===== config.mk =====
export PLATFORM = sky130hd
export DESIGN_NAME = param_dp_ram
export DESIGN_NICKNAME = d
export VERILOG_FILES = /design/src/rtl/param_dp_ram.sv
export SDC_FILE = /design/constraint.sdc
export NUM_CORES = 1
export LEC_CHECK = 0
export CORE_AREA = 2 2 69 71
export CTS_BUF_LIST = sky130_fd_sc_hd__clkbuf_2
export DETAILED_ROUTE_END_ITERATION = 16
export DIE_AREA = 0 0 71 73
export SYNTH_ARGS = -nofsm -noshare
export SYNTH_HDL_FRONTEND = slang
export SYNTH_SLANG_ARGS = --single-unit

===== constraint.sdc =====
create_clock -name clk -period 1.89 [get_ports clk]
set_input_delay 0.378 -clock clk [delete_from_list [all_inputs] [get_ports clk]]
set_output_delay 0.378 -clock clk [all_outputs]
set_load 0.01 [all_outputs]

===== src/rtl/param_dp_ram.sv =====
// param_dp_ram: dual-port RAM cleared after reset; ports wr_en/wr_add/data_in write, rd_en/rd_add -> data_out/rd_valid, init_busy during clear, collision on same-address read+write
module param_dp_ram #(
  parameter int DATA_W = 3,
  parameter int ADDR_W = 3,
  parameter int RDW_MODE = 0
) (
  input  logic              clk,
  input  logic              rst,
  input  logic              wr_en,
  input  logic [ADDR_W-1:0] wr_add,
  input  logic [DATA_W-1:0] data_in,
  input  logic              rd_en,
  input  logic [ADDR_W-1:0] rd_add,
  output logic [DATA_W-1:0] data_out,
  output logic              rd_valid,
  output logic              init_busy,
  output logic              collision
);
  localparam int DEPTH = 1 << ADDR_W;
  typedef enum logic {CLEAR, READY} state_t;
  state_t state_q, state_d;
  logic [ADDR_W-1:0] clr_cnt_q, clr_cnt_d;
  logic [DATA_W-1:0] data_out_q, data_out_d;
  logic rd_valid_q, rd_valid_d, collision_q, collision_d;
  logic [DATA_W-1:0] mem_q [DEPTH];
  logic ready, we, rd_fire;
  logic [ADDR_W-1:0] waddr;
  logic [DATA_W-1:0] wdata;
  always_comb begin
    ready = state_q == READY;
    we = !rst && (ready ? wr_en : 1'b1);
    waddr = ready ? wr_add : clr_cnt_q;
    wdata = ready ? data_in : '0;
    rd_fire = ready && rd_en;
    collision_d = rd_fire && wr_en && rd_add == wr_add;
    rd_valid_d = rd_fire;
    data_out_d = !rd_fire ? data_out_q : (collision_d && RDW_MODE == 0) ? data_in : mem_q[rd_add];
    state_d = (ready || clr_cnt_q == {ADDR_W{1'b1}}) ? READY : CLEAR;
    clr_cnt_d = ready ? '0 : clr_cnt_q + {{(ADDR_W-1){1'b0}}, 1'b1};
  end
  always_ff @(posedge clk) begin
    if (rst) begin
      state_q <= CLEAR;
      clr_cnt_q <= '0;
      data_out_q <= '0;
      rd_valid_q <= 1'b0;
      collision_q <= 1'b0;
    end else begin
      state_q <= state_d;
      clr_cnt_q <= clr_cnt_d;
      data_out_q <= data_out_d;
      rd_valid_q <= rd_valid_d;
      collision_q <= collision_d;
    end
  end
  always_ff @(posedge clk) if (we) mem_q[waddr] <= wdata;
  assign data_out = data_out_q;
  assign rd_valid = rd_valid_q;
  assign collision = collision_q;
  assign init_busy = state_q == CLEAR;
endmodule


# [Word-level counts from Yosys, hierarchy flattened]
# Memories as Yosys holds them, arrays and structs flattened. A register that Yosys moved wholly into a read port is not among the register bits.
# Cells that the tools add are included.
[word_totals] mem_count=1 ramBits=24 in_bits=13 regBits=6
[op_classes] eq_ne=2 addsub=1 bitwise=1 muxes=6 n_reduce_logical=7
[mem_list] name="mem_q" depth=8 word_bits=3 read_ports=1 rd_clocked_by_memory_dff=1 wr=1 line="25" rtl="logic [DATA_W-1:0] mem_q [DEPTH];"
[ops] op="two-way mux 3 bit" count=2
[ops] op="logical AND 1 bit" count=4
[ops] op="two-way mux 1 bit" count=4
[ops] op="adder 3 x 1 -> 3 bit (second input constant)" count=1
[ops] op="== test 3 bit" count=1
[ops] op="== test 3 bit (second input constant)" count=1
[ops] op="OR reduction 2 bit" count=1
[ops] op="logical NOT 1 bit" count=1
[ops] op="logical OR 1 bit" count=1
[ops] op="inverter 1 bit" count=1

# [Longest topological paths before layout]
[logic_depth] depth_word=4 mapped_depth=5 mapped_depth_nobuf=4

# [Least setup slack after synthesis]
# No wires, ideal clock.
[synth_path] path_type="input to register" start="input port rd_add[1]" end="register data_out_q[2], in the netlist data_out[2] (read register of mem_q)" path_stages=5 t_arrival_ps=1534 setup_time_ps=138 slack_ps=218 path_cell_list="buf_2 mux4_2 nor2b_1 a211oi_1 a2111oi_2"
[synth_rtl] element="start: declaration" line="13" rtl="input logic [ADDR_W-1:0] rd_add,"
[synth_rtl] element="end: declaration" line="23" rtl="logic [DATA_W-1:0] data_out_q, data_out_d;"

==> flow_summary_export.csv <==
group,metric,value,unit
run_status,status,"complete, no violations",
critical_path,r2r_start,"ready",
synthesis,syn_area_per_cell,13.8,um^2
critical_path,r2r_slack,0.13,ns
detailed_routing,via_per_inst,4.80,
synthesis,synth_area,1500,um^2
detailed_routing,vias,980,
place,port_buffers,18,
synthesis,syn-num-nets,123,
critical_path,path_max_fanout,5,
synthesis,synth.top_cell.area_share,48.2,%
sta,rsz0062_at_grt,"false",
critical_path,worst-path-buf-inv,2,
synthesis,synth-edff-count,24,
critical_path,critPathKind,"input pin to flop",
power,intPower,0.971,mW
sta,min_period_over_period,95.6,%
clock_tree,clk_path_buf_depth,2,
grt,grt_pass1_vias,1042,
power,sw_frac_of_total,26.4,%
power,leakage,0.654,nW
clock_tree,cts.htree.levels,2,
synthesis,ys_seq_area_share,60.3,%
detailed_routing,drt-total-wl,3110,um
sta,min_period,1.81,ns
synthesis,synthCells,108,
critical_path,crit_chain,"clkdlybuf4s50_1 > buf_4 > mux4_2 > nor2b_1 > a211oi_2 > a2111oi_4",
critical_path,slowest_stage,"mux4_2",
grt,grt_start_max_net_pins,13,
grt,grt_pass1_wl,5120,um
layout,areaGrowthSynthToFinish,29.7,%
clock_tree,worstSkewPairLatency,0.37,ns
die,die_area,5180,um^2
clock_tree,root_buffer,"clkbuf_2",
grt,grt_use_total,13.6,%
detailed_routing,routedWlPerCell,15.3,um
sta,max_freq,554,MHz
power,seqPwrFrac,60.6,%
sta,setup_violations,0,
sta,whs,0.543,ns
detailed_routing,drt_iter0_markers,48,
clock_tree,clk_pin_slew,0.19,ns
layout,multi_input_area,576,um^2
grt,antenna_found_initial,0,
clock_tree,holdBufCountCts,0,
layout,final_nets,164,
synthesis,ys.flop_type,"edfxtp_1",
layout,antenna_cells,0,
place,dp.final_hpwl,2310,um
grt,grt_overflow,0,
layout,layout-drive-gt1-share,28.7,%
die,die_w,71,um
synthesis,synth_area_leader_cell,"edfxtp_1",
place,place_congestion,0.757,
sta,finClkSkew,0.0105,ns
detailed_routing,first_pass_iters,4,
clock_tree,clock-sinks,33,
layout,layout_commonest_cell,"edfxtp_1",
hold_path,worstHoldStart,"clr_cnt_q[0]",
critical_path,cp.required,2.15,ns
layout,final-seq-area,905,um^2
critical_path,crit_arrival,2.07,ns
synthesis,postSynth.asyncResetShare,0,%
layout,final_core_util,42.8,%
detailed_routing,ant_nets,0,
sta,hold_viol,0,
sta,slew_viol_final,0,
die,start_util,33.0,%
critical_path,start_kind,"input pin",
critical_path,slowest_delay,0.49,ns
die,core,4540,um^2
detailed_routing,drc,0,
synthesis,yosysWarnings,0,
die,pin_count,19,
power,ir_drop,0.000228,V
die,num_rows,25,
layout,final_cell_mix,"24 x edfxtp_1, 21 x buf_4, 17 x clkdlybuf4s50_1",
clock_tree,cts_tree,"yes",
hold_path,hp-class,"flop to flop",
sta,timing.slew.headroom,65.9,%
critical_path,cpLargestDelayFamily,"buffers and inverters",
power,pwr-share-comb,12.5,%
sta,tightest_slew,0.506,ns
power,pwr_density_cell,681,nW/um^2
die,die_h,73,um
synthesis,yosys_register_bits,33,
critical_path,endpoint_kind,"flop",
flow_run,drv_cap,0,
power,p_clk_share,26.8,%
synthesis,post_synth_num_cell_types,32,
synthesis,yosys-top-cells-area,"edfxtp_1 48%, dfxtp_1 12%, mux4_2 9.0%",
critical_path,crit_start,"rd_add[1]",
clock_tree,cts_made_buffers,5,
power,power.switching,0.349,mW
layout,fill_cells,407,
power by group through the flow:
stage | logic, mW | clock network [mW] | registers, mW
final | 0.165 | 0.355 | 0.801
after global routing | 0.183 | 0.400 | 0.804
after CTS | 0.164 | 0.364 | 0.802
after detailed placement | 0.164 | 0 | 0.818
after global placement | 0.161 | 0 | 0.815
after floorplan | 0.0866 | 0 | 0.813
worst register-to-register path, delay by kind of cell, from the launching register on:
| kind | cells | cell delay (ns) |
|---|---|---|
| DFF | 1 | 0.41 |
| buffers and inverters | 2 | 0.29 |
| AOI/OAI and AO/OA | 3 | 0.49 |
| and+or+nand+nor | 1 | 0.44 |
path summary, 6_finish.rpt:
| path | end | depth (start not counted) |
|---|---|---|
| worst max-delay path | data_out[0] | 6 |
| worst max register to register | data_out[0] | 6 |
| worst min register to register | clr_cnt_q[0] | 1 |
| worst min-delay path | clr_cnt_q[0] | 1 |
logic make-up after synthesis:
| family | after synthesis | synth area share [%] |
|---|---|---|
| multiplexers | 8 | 10.4 |
| buffers and inverters | 7 | 2.43 |
| AO/OA/AOI/OAI | 14 | 8.70 |
| adder cells (fa/ha/maj) | 2 | 1.67 |
| AND/OR/NAND/NOR | 42 | 15.4 |
| XOR/XNOR | 2 | 1.17 |
| flip-flops | 33 | 60.3 |
sequential cells by signal, indices dropped and copies added, names as in the netlist:
name	count
ready	1
clr_cnt_q	3
collision	1
data_out	3
rd_valid	1
mem_q	24
through the flow:
step | setup WS (ns) | std cells | TNS (ns) | power [mW] | area, um^2
global placement | -0.267 | 196 | -0.921 | 0.976 | 1870
floorplan | 0.218 | 108 | 0 | 0.899 | 1500
global route | 0.0275 | 204 | 0 | 1.39 | 1940
finish | 0.0838 | 204 | 0 | 1.32 | 1940
CTS | 0.0819 | 204 | 0 | 1.33 | 1920
detailed placement | -0.265 | 196 | -1.34 | 0.982 | 1870
cell usage after synthesis, types with 2 or more instances:
cell type	count
nand2b_1	3
nand2_1	2
a211oi_1	3
ha_1	2
a21o_1	2
and2_1	4
xnor2_1	2
nor2b_1	3
inv_1	2
edfxtp_1	24
a31oi_1	2
mux2i_1	2
dfxtp_1	9
clkbuf_1	2
a2111oi_2	3
nor3b_1	3
mux4_2	6
buf_2	2
nor2_1	16
nor3_1	3
nor4_1	2
layout make-up:
type	instances	area share, %
timing repair buffer	39	17.4
sequential	33	46.6
tap	54	3.48
multi-input combinational	68	29.7
clock buffer	5	1.29
clock inverter	3	1.16
inverter	2	0.387
what timing repair did:
action	4_1_cts	5_1_grt
endpoints found under the hold margin	0	0
gates resized for setup	2	3
setup endpoints to repair	1	2
setup buffers	0	0
metal layers:
layer  vias up  GRT usage [%]  routed length [um]
li1        492              -                   -
met4         0           6.92                  71
met3         6           3.73                 102
met1       463           15.5                1370
met2        19           23.4                1560
met5         -              0                   0
(Power assumes the default switching activity.)
